File: src/rtl/tmp_pkg.sv
// Shared definitions for the temperature bitstream decimator.
//   tmp_state_e     : decimator FSM state encoding (IDLE, SETTLE, ACCUM)
//   TMP_LOG2_N      : default log2 of decisions per conversion window
//   TMP_N_DISCARD   : default number of decisions discarded before a window
//   TMP_SYNC_STAGES : default synchroniser depth on the toggle inputs
package tmp_pkg;

  typedef enum logic [1:0] {
    IDLE   = 2'd0,
    SETTLE = 2'd1,
    ACCUM  = 2'd2
  } tmp_state_e;

  localparam int TMP_LOG2_N      = 6;
  localparam int TMP_N_DISCARD   = 4;
  localparam int TMP_SYNC_STAGES = 2;

endpackage

File: src/rtl/tmp_tgl_det.sv
// Toggle-to-pulse converter for one charge-pump decision input.
// The asynchronous toggle level passes a SYNC_STAGES-deep synchroniser, is
// compared with its own one-cycle-delayed copy, and the difference is
// registered, so a level change shows up as a one-cycle evt pulse
// SYNC_STAGES+1 cycles after the input edge.
//   clk     : system clock
//   reset_n : synchronous active-low reset
//   tgl_in  : asynchronous toggle input (each level change = one decision)
//   evt     : one-cycle pulse per detected level change
module tmp_tgl_det #(
  parameter int SYNC_STAGES = 2
) (
  input  logic clk,
  input  logic reset_n,
  input  logic tgl_in,
  output logic evt
);

  logic [SYNC_STAGES-1:0] sync_q, sync_d;
  logic                   prev_q, prev_d;
  logic                   evt_q, evt_d;

  always_comb begin
    sync_d = {sync_q[SYNC_STAGES-2:0], tgl_in};
    prev_d = sync_q[SYNC_STAGES-1];
    evt_d  = sync_q[SYNC_STAGES-1] ^ prev_q;
  end

  // Reset loads the present input level everywhere so that a toggle input
  // sitting high through reset does not produce a phantom decision.
  always_ff @(posedge clk) begin
    if (!reset_n) begin
      sync_q <= {SYNC_STAGES{tgl_in}};
      prev_q <= tgl_in;
      evt_q  <= 1'b0;
    end else begin
      sync_q <= sync_d;
      prev_q <= prev_d;
      evt_q  <= evt_d;
    end
  end

  assign evt = evt_q;

endmodule

File: src/rtl/tmp_bitstream_decimator.sv
// sinc1 decimator for the temperature-sensor charge-pump decision stream.
// Each src/snk toggle is one decision; over a window of 2^LOG2_N decisions
// the number of source decisions is counted and presented as a code.
//   clk, reset_n : clock and synchronous active-low reset
//   enable       : conversion enable; low aborts to IDLE
//   setup_bias   : controller bias-setup phase; decisions ignored while high
//   src_tgl      : source-decision toggle input
//   snk_tgl      : sink-decision toggle input
//   clr_flags    : one-cycle clear of overrun/collision
//   code         : src decisions in the last completed window (0..N)
//   code_valid   : code holds an unconsumed result
//   code_ready   : consumer ready
//   busy         : FSM not in IDLE
//   overrun      : sticky, a window result was dropped
//   collision    : sticky, src and snk decisions seen in the same cycle
//
// Handshake: code is transferred on every rising clock edge where
// code_valid && code_ready; code_valid then falls unless a new window
// completes on that same edge, in which case the new result replaces it
// and code_valid stays high. code never changes while code_valid is high
// and no transfer happens.
module tmp_bitstream_decimator
  import tmp_pkg::*;
#(
  parameter int LOG2_N      = TMP_LOG2_N,
  parameter int N_DISCARD   = TMP_N_DISCARD,
  parameter int SYNC_STAGES = TMP_SYNC_STAGES
) (
  input  logic              clk,
  input  logic              reset_n,
  input  logic              enable,
  input  logic              setup_bias,
  input  logic              src_tgl,
  input  logic              snk_tgl,
  input  logic              clr_flags,
  output logic [LOG2_N:0]   code,
  output logic              code_valid,
  input  logic              code_ready,
  output logic              busy,
  output logic              overrun,
  output logic              collision
);

  localparam int              CW       = LOG2_N + 1;
  localparam logic [CW-1:0]   N_VAL    = CW'(1 << LOG2_N);
  localparam logic [3:0]      DISC_VAL = 4'(N_DISCARD);

  tmp_state_e    state_q, state_d;
  logic [3:0]    disc_cnt_q, disc_cnt_d;
  logic [CW-1:0] tot_cnt_q, tot_cnt_d;
  logic [CW-1:0] src_cnt_q, src_cnt_d;
  logic [CW-1:0] code_q, code_d;
  logic          code_valid_q, code_valid_d;
  logic          overrun_q, overrun_d;
  logic          collision_q, collision_d;

  logic          src_evt, snk_evt;
  logic          count_evt;
  logic          window_done;
  logic [CW-1:0] result;
  logic          handshake;
  logic          overrun_set;
  logic          collision_set;

  tmp_tgl_det #(.SYNC_STAGES(SYNC_STAGES)) u_src_det (
    .clk     (clk),
    .reset_n (reset_n),
    .tgl_in  (src_tgl),
    .evt     (src_evt)
  );

  tmp_tgl_det #(.SYNC_STAGES(SYNC_STAGES)) u_snk_det (
    .clk     (clk),
    .reset_n (reset_n),
    .tgl_in  (snk_tgl),
    .evt     (snk_evt)
  );

  // FSM and window counters. A decision counts only when exactly one of the
  // two pulses is present; simultaneous pulses are ambiguous and dropped.
  always_comb begin
    state_d     = state_q;
    disc_cnt_d  = disc_cnt_q;
    tot_cnt_d   = tot_cnt_q;
    src_cnt_d   = src_cnt_q;
    window_done = 1'b0;
    result      = '0;
    count_evt   = (src_evt ^ snk_evt) & ~setup_bias;

    case (state_q)
      IDLE: begin
        if (enable) begin
          state_d    = SETTLE;
          disc_cnt_d = '0;
        end
      end

      SETTLE: begin
        if (!enable) begin
          state_d    = IDLE;
          disc_cnt_d = '0;
        end else if (setup_bias) begin
          disc_cnt_d = '0;
        end else if (N_DISCARD == 0) begin
          state_d   = ACCUM;
          tot_cnt_d = '0;
          src_cnt_d = '0;
        end else if (count_evt) begin
          if (disc_cnt_q + 4'd1 == DISC_VAL) begin
            state_d    = ACCUM;
            disc_cnt_d = '0;
            tot_cnt_d  = '0;
            src_cnt_d  = '0;
          end else begin
            disc_cnt_d = disc_cnt_q + 4'd1;
          end
        end
      end

      ACCUM: begin
        if (!enable) begin
          state_d   = IDLE;
          tot_cnt_d = '0;
          src_cnt_d = '0;
        end else if (setup_bias) begin
          state_d    = SETTLE;
          disc_cnt_d = '0;
          tot_cnt_d  = '0;
          src_cnt_d  = '0;
        end else if (count_evt) begin
          if (tot_cnt_q + CW'(1) == N_VAL) begin
            // Last decision of the window: fold it into the result and
            // start the next window on the following cycle with no gap.
            window_done = 1'b1;
            result      = src_cnt_q + CW'(src_evt);
            tot_cnt_d   = '0;
            src_cnt_d   = '0;
          end else begin
            tot_cnt_d = tot_cnt_q + CW'(1);
            src_cnt_d = src_cnt_q + CW'(src_evt);
          end
        end
      end

      default: begin
        state_d    = IDLE;
        disc_cnt_d = '0;
        tot_cnt_d  = '0;
        src_cnt_d  = '0;
      end
    endcase
  end

  // Output register and sticky flags. A transfer on the completion edge
  // frees the slot, so the new result is accepted rather than dropped.
  always_comb begin
    handshake     = code_valid_q & code_ready;
    code_d        = code_q;
    code_valid_d  = code_valid_q;
    overrun_set   = 1'b0;
    collision_set = src_evt & snk_evt;

    if (window_done) begin
      if (!code_valid_q || handshake) begin
        code_d       = result;
        code_valid_d = 1'b1;
      end else begin
        overrun_set = 1'b1;
      end
    end else if (handshake) begin
      code_valid_d = 1'b0;
    end

    // Setting wins over a simultaneous clear.
    overrun_d   = (overrun_q & ~clr_flags) | overrun_set;
    collision_d = (collision_q & ~clr_flags) | collision_set;
  end

  always_ff @(posedge clk) begin
    if (!reset_n) begin
      state_q      <= IDLE;
      disc_cnt_q   <= '0;
      tot_cnt_q    <= '0;
      src_cnt_q    <= '0;
      code_q       <= '0;
      code_valid_q <= 1'b0;
      overrun_q    <= 1'b0;
      collision_q  <= 1'b0;
    end else begin
      state_q      <= state_d;
      disc_cnt_q   <= disc_cnt_d;
      tot_cnt_q    <= tot_cnt_d;
      src_cnt_q    <= src_cnt_d;
      code_q       <= code_d;
      code_valid_q <= code_valid_d;
      overrun_q    <= overrun_d;
      collision_q  <= collision_d;
    end
  end

  assign code       = code_q;
  assign code_valid = code_valid_q;
  assign busy       = (state_q != IDLE);
  assign overrun    = overrun_q;
  assign collision  = collision_q;

endmodule

File: config.mk
export PLATFORM = sky130hd
export DESIGN_NAME = tmp_bitstream_decimator
export DESIGN_NICKNAME = d
export VERILOG_FILES = /design/src/rtl/tmp_pkg.sv /design/src/rtl/tmp_tgl_det.sv /design/src/rtl/tmp_bitstream_decimator.sv
export SDC_FILE = /design/constraint.sdc
export NUM_CORES = 1
export LEC_CHECK = 0
export CAP_MARGIN = 20
export CORE_MARGIN = 2
export CORE_UTILIZATION = 50
export CTS_BUF_LIST = sky130_fd_sc_hd__clkbuf_8
export DETAILED_ROUTE_END_ITERATION = 6
export PLACE_DENSITY = 0.78
export SYNTH_ARGS = -nofsm -noshare
export SYNTH_HDL_FRONTEND = slang
export SYNTH_SLANG_ARGS = --single-unit
File: constraint.sdc
create_clock -name clk -period 2.71 [get_ports clk]
set_input_delay 0.542 -clock clk [delete_from_list [all_inputs] [get_ports clk]]
set_output_delay 0.542 -clock clk [all_outputs]
set_load 0.03 [all_outputs]
==> qor.csv <==
metric,value,unit
top post-synthesis cells by count,"dfxtp_1, nand2_1, nor2_1",
Max Used Layer,met4,
"EDFF count, synth",0,
critical path class,primary input to flop,
Routed WL,3720,um
PwrDens,475,nW/um2
Yosys reg bits,38,
nets,252,
Sw Share,0.234,
I/O pin total,19,
Reg power frac,0.550,
fillers,335,
post-synth top area share,0.405,
# Max-Cap Violations,0,
Comb pwr share,0.065,
WL met1,1810,um
status,"finished, final reports clean",
"Slew Viols, Final",0,
Slew HR,0.655,
WP data required,2.92,ns
Crit Path Max Fanout,9,
number of global-route vias before repair,1536,
Resized cells post-CTS,0,
core box area,3630,um2
Clock Latency Late Sink,0.28,ns
Final Hold Fails,0,
Pre-antenna DRT Iters,4,
Total Routing Usage GR,0.198,
"Avg Cell Area, Syn",8.58,um2
syn_nets,233,
Chip Height,65.3,um
Mapped Cells,219,
RSZ-0062 raised after global routing,no,
switching pwr,0.245,mW
Setup Buffers After CTS,0,
dpl hpwl,2650,um
routed length on met3,186,um
top-count cell post-synth,dfxtp_1,
register area,761,um2
CP Capture Type,flop,
leading area contributor after synthesis,dfxtp_1,
post-route ant nets,0,
crit share post-route,0.833,
via count,1605,
CTS Root Cell,clkbuf_8,
CTS clock-pin slew for the worst setup and hold paths,0.08,ns
setup ws final,0.453,ns
internal power,0.803,mW
Die X,65.3,um
Synth Flop Type,dfxtp_1,
ys async rst share,0,
Diodes inserted,0,
initial antenna violation count,0,
post-route minimum period,2.26,ns
Hold Path Class,flop to flop,
clock buffer count from CTS,5,
Area Growth Syn to Fin,17.5,%
TritonCTS clock tree,done,
"Seq/Total Area, Yosys",0.405,
First DRT Iteration DRCs,114,
share of post-route cells with drive strength above 1,0.100,
Residual DRC,0,
CP Data Arrival Time,2.47,ns
total gr overflow,0,
largest net degree at the start of global routing,19,
Least-Margin Pin Slew,0.511,ns
routed vias/inst,5.59,
highest clock rate,0.443,GHz
Max Clock Skew,0.00415,ns
WL per Instance,13.0,um
distinct cell type count of the synthesized netlist,44,
setup TNS,0,ns
CTS Hold Bufs,0,
starting density of the core,0.517,
Mapped Area,1880,um2
Clock Sinks,38,
Worst Setup Start Kind,primary input,
area occupied by multi-input gates,1040,um2
post-place setup slack,0.184,ns
Worst VDD drop,0.388,mV
GP Congestion,0.792,
first-pass GRT wire length,6690,um
Leak,0.794,nW
final setup fails,0,
wire length on met2,1710,um
ranking of synthesized cells by area,"dfxtp_1, nand2_1, ha_1, nor2_1, nand3_1",
Die Footprint,4260,um2
H-tree Lvls,2,
# port buffers,18,
row cnt,22,
Max Buffers Root-to-Sink,2,
clock share of power,0.385,
Syn. warnings,0,
-- critical path: stages --
cell	delay, ns
clkdlybuf4s50_1	0.52
nor4bb_1	0.37
buf_4	0.23
o31a_2	0.14
a22o_1	0.25
o21ai_0	0.21
o22ai_1	0.20
-- per-layer routing --
metal | vias up | track usage
met5 | - | 0
met1 | 739 | 0.267
met2 | 37 | 0.313
li1 | 827 | -
met4 | 0 | 0.0469
met3 | 2 | 0.0565
-- stage by stage --
step	hold slack [ns]	instance area, um2	total power, mW	cells	util
floorplan	0.403	1880	0.631	219	-
global placement	0.406	2110	0.656	279	0.581
detailed placement	0.413	2110	0.658	279	0.581
CTS	0.433	2210	1.06	287	0.607
global route	0.446	2210	1.09	287	0.607
finish	0.431	2210	1.05	287	0.607
-- cell families (layout without fill, tap and decap cells) --
| logic type | Yosys count | count (layout) | share of synthesized area |
|---|---|---|---|
| buf+inv | 18 | 38 | 0.0420 |
| simple gates | 87 | 87 | 0.229 |
| mux | 7 | 7 | 0.0380 |
| fa+ha+maj | 6 | 6 | 0.0400 |
| xor+xnor | 7 | 7 | 0.0326 |
| compound gates | 56 | 56 | 0.214 |
| flops | 38 | 38 | 0.405 |
-- registers in the layout (all words and copies together), names as in the netlist --
signal and flops:
u_src_det.sync_q 2, collision 1, overrun 1, u_snk_det.sync_q 2, code 7, u_snk_det.evt 1, u_snk_det.prev_q 1, tot_cnt_q 7
u_src_det.evt 1, u_src_det.prev_q 1, disc_cnt_q 4, src_cnt_q 7, state_q 2, code_valid 1
-- final timing paths --
check,start,to,slack (ns),cells past startpoint
worst max-delay path,enable,src_cnt_q[2]$_SDFFE_PN0P_,0.45,7
worst min-delay path,u_src_det.sync_q[0]$_DFF_P_,u_src_det.sync_q[1]$_DFF_P_,0.43,2
worst max register to register,tot_cnt_q[0]$_SDFFE_PN0P_,src_cnt_q[2]$_SDFFE_PN0P_,0.78,5
worst min register to register,u_src_det.sync_q[0]$_DFF_P_,u_src_det.sync_q[1]$_DFF_P_,0.43,2
-- power groups by stage --
stage	combinational [mW]	sequential (mW)	clock, mW
after CTS	0.0683	0.576	0.415
after floorplan	0.0423	0.588	0
after global placement	0.0671	0.589	0
after global routing	0.0760	0.578	0.438
after detailed placement	0.0681	0.590	0
final	0.0676	0.577	0.404
-- area by class of cell --
| cell class | instances | share of cell area |
|---|---|---|
| Multi-Input combinational cell | 163 | 0.471 |
| Inverter | 5 | 0.00851 |
| Clock inverter | 2 | 0.00567 |
| Sequential cell | 38 | 0.345 |
| Tap cell | 48 | 0.0272 |
| Clock buffer | 6 | 0.0374 |
| Timing Repair Buffer | 25 | 0.106 |
-- cells in the final DEF (no fill, tap or decap), types with 7 or more instances in the layout --
master           synthesis  layout
a21oi_1                 10      10
a31oi_1                  7       7
buf_4                    0       7
clkdlybuf4s50_1          0      18
dfxtp_1                 38      38
nand2_1                 28      28
nand3_1                 13      13
nor2_1                  18      18
o21ai_0                 11      11
(Power assumes the default switching activity.)
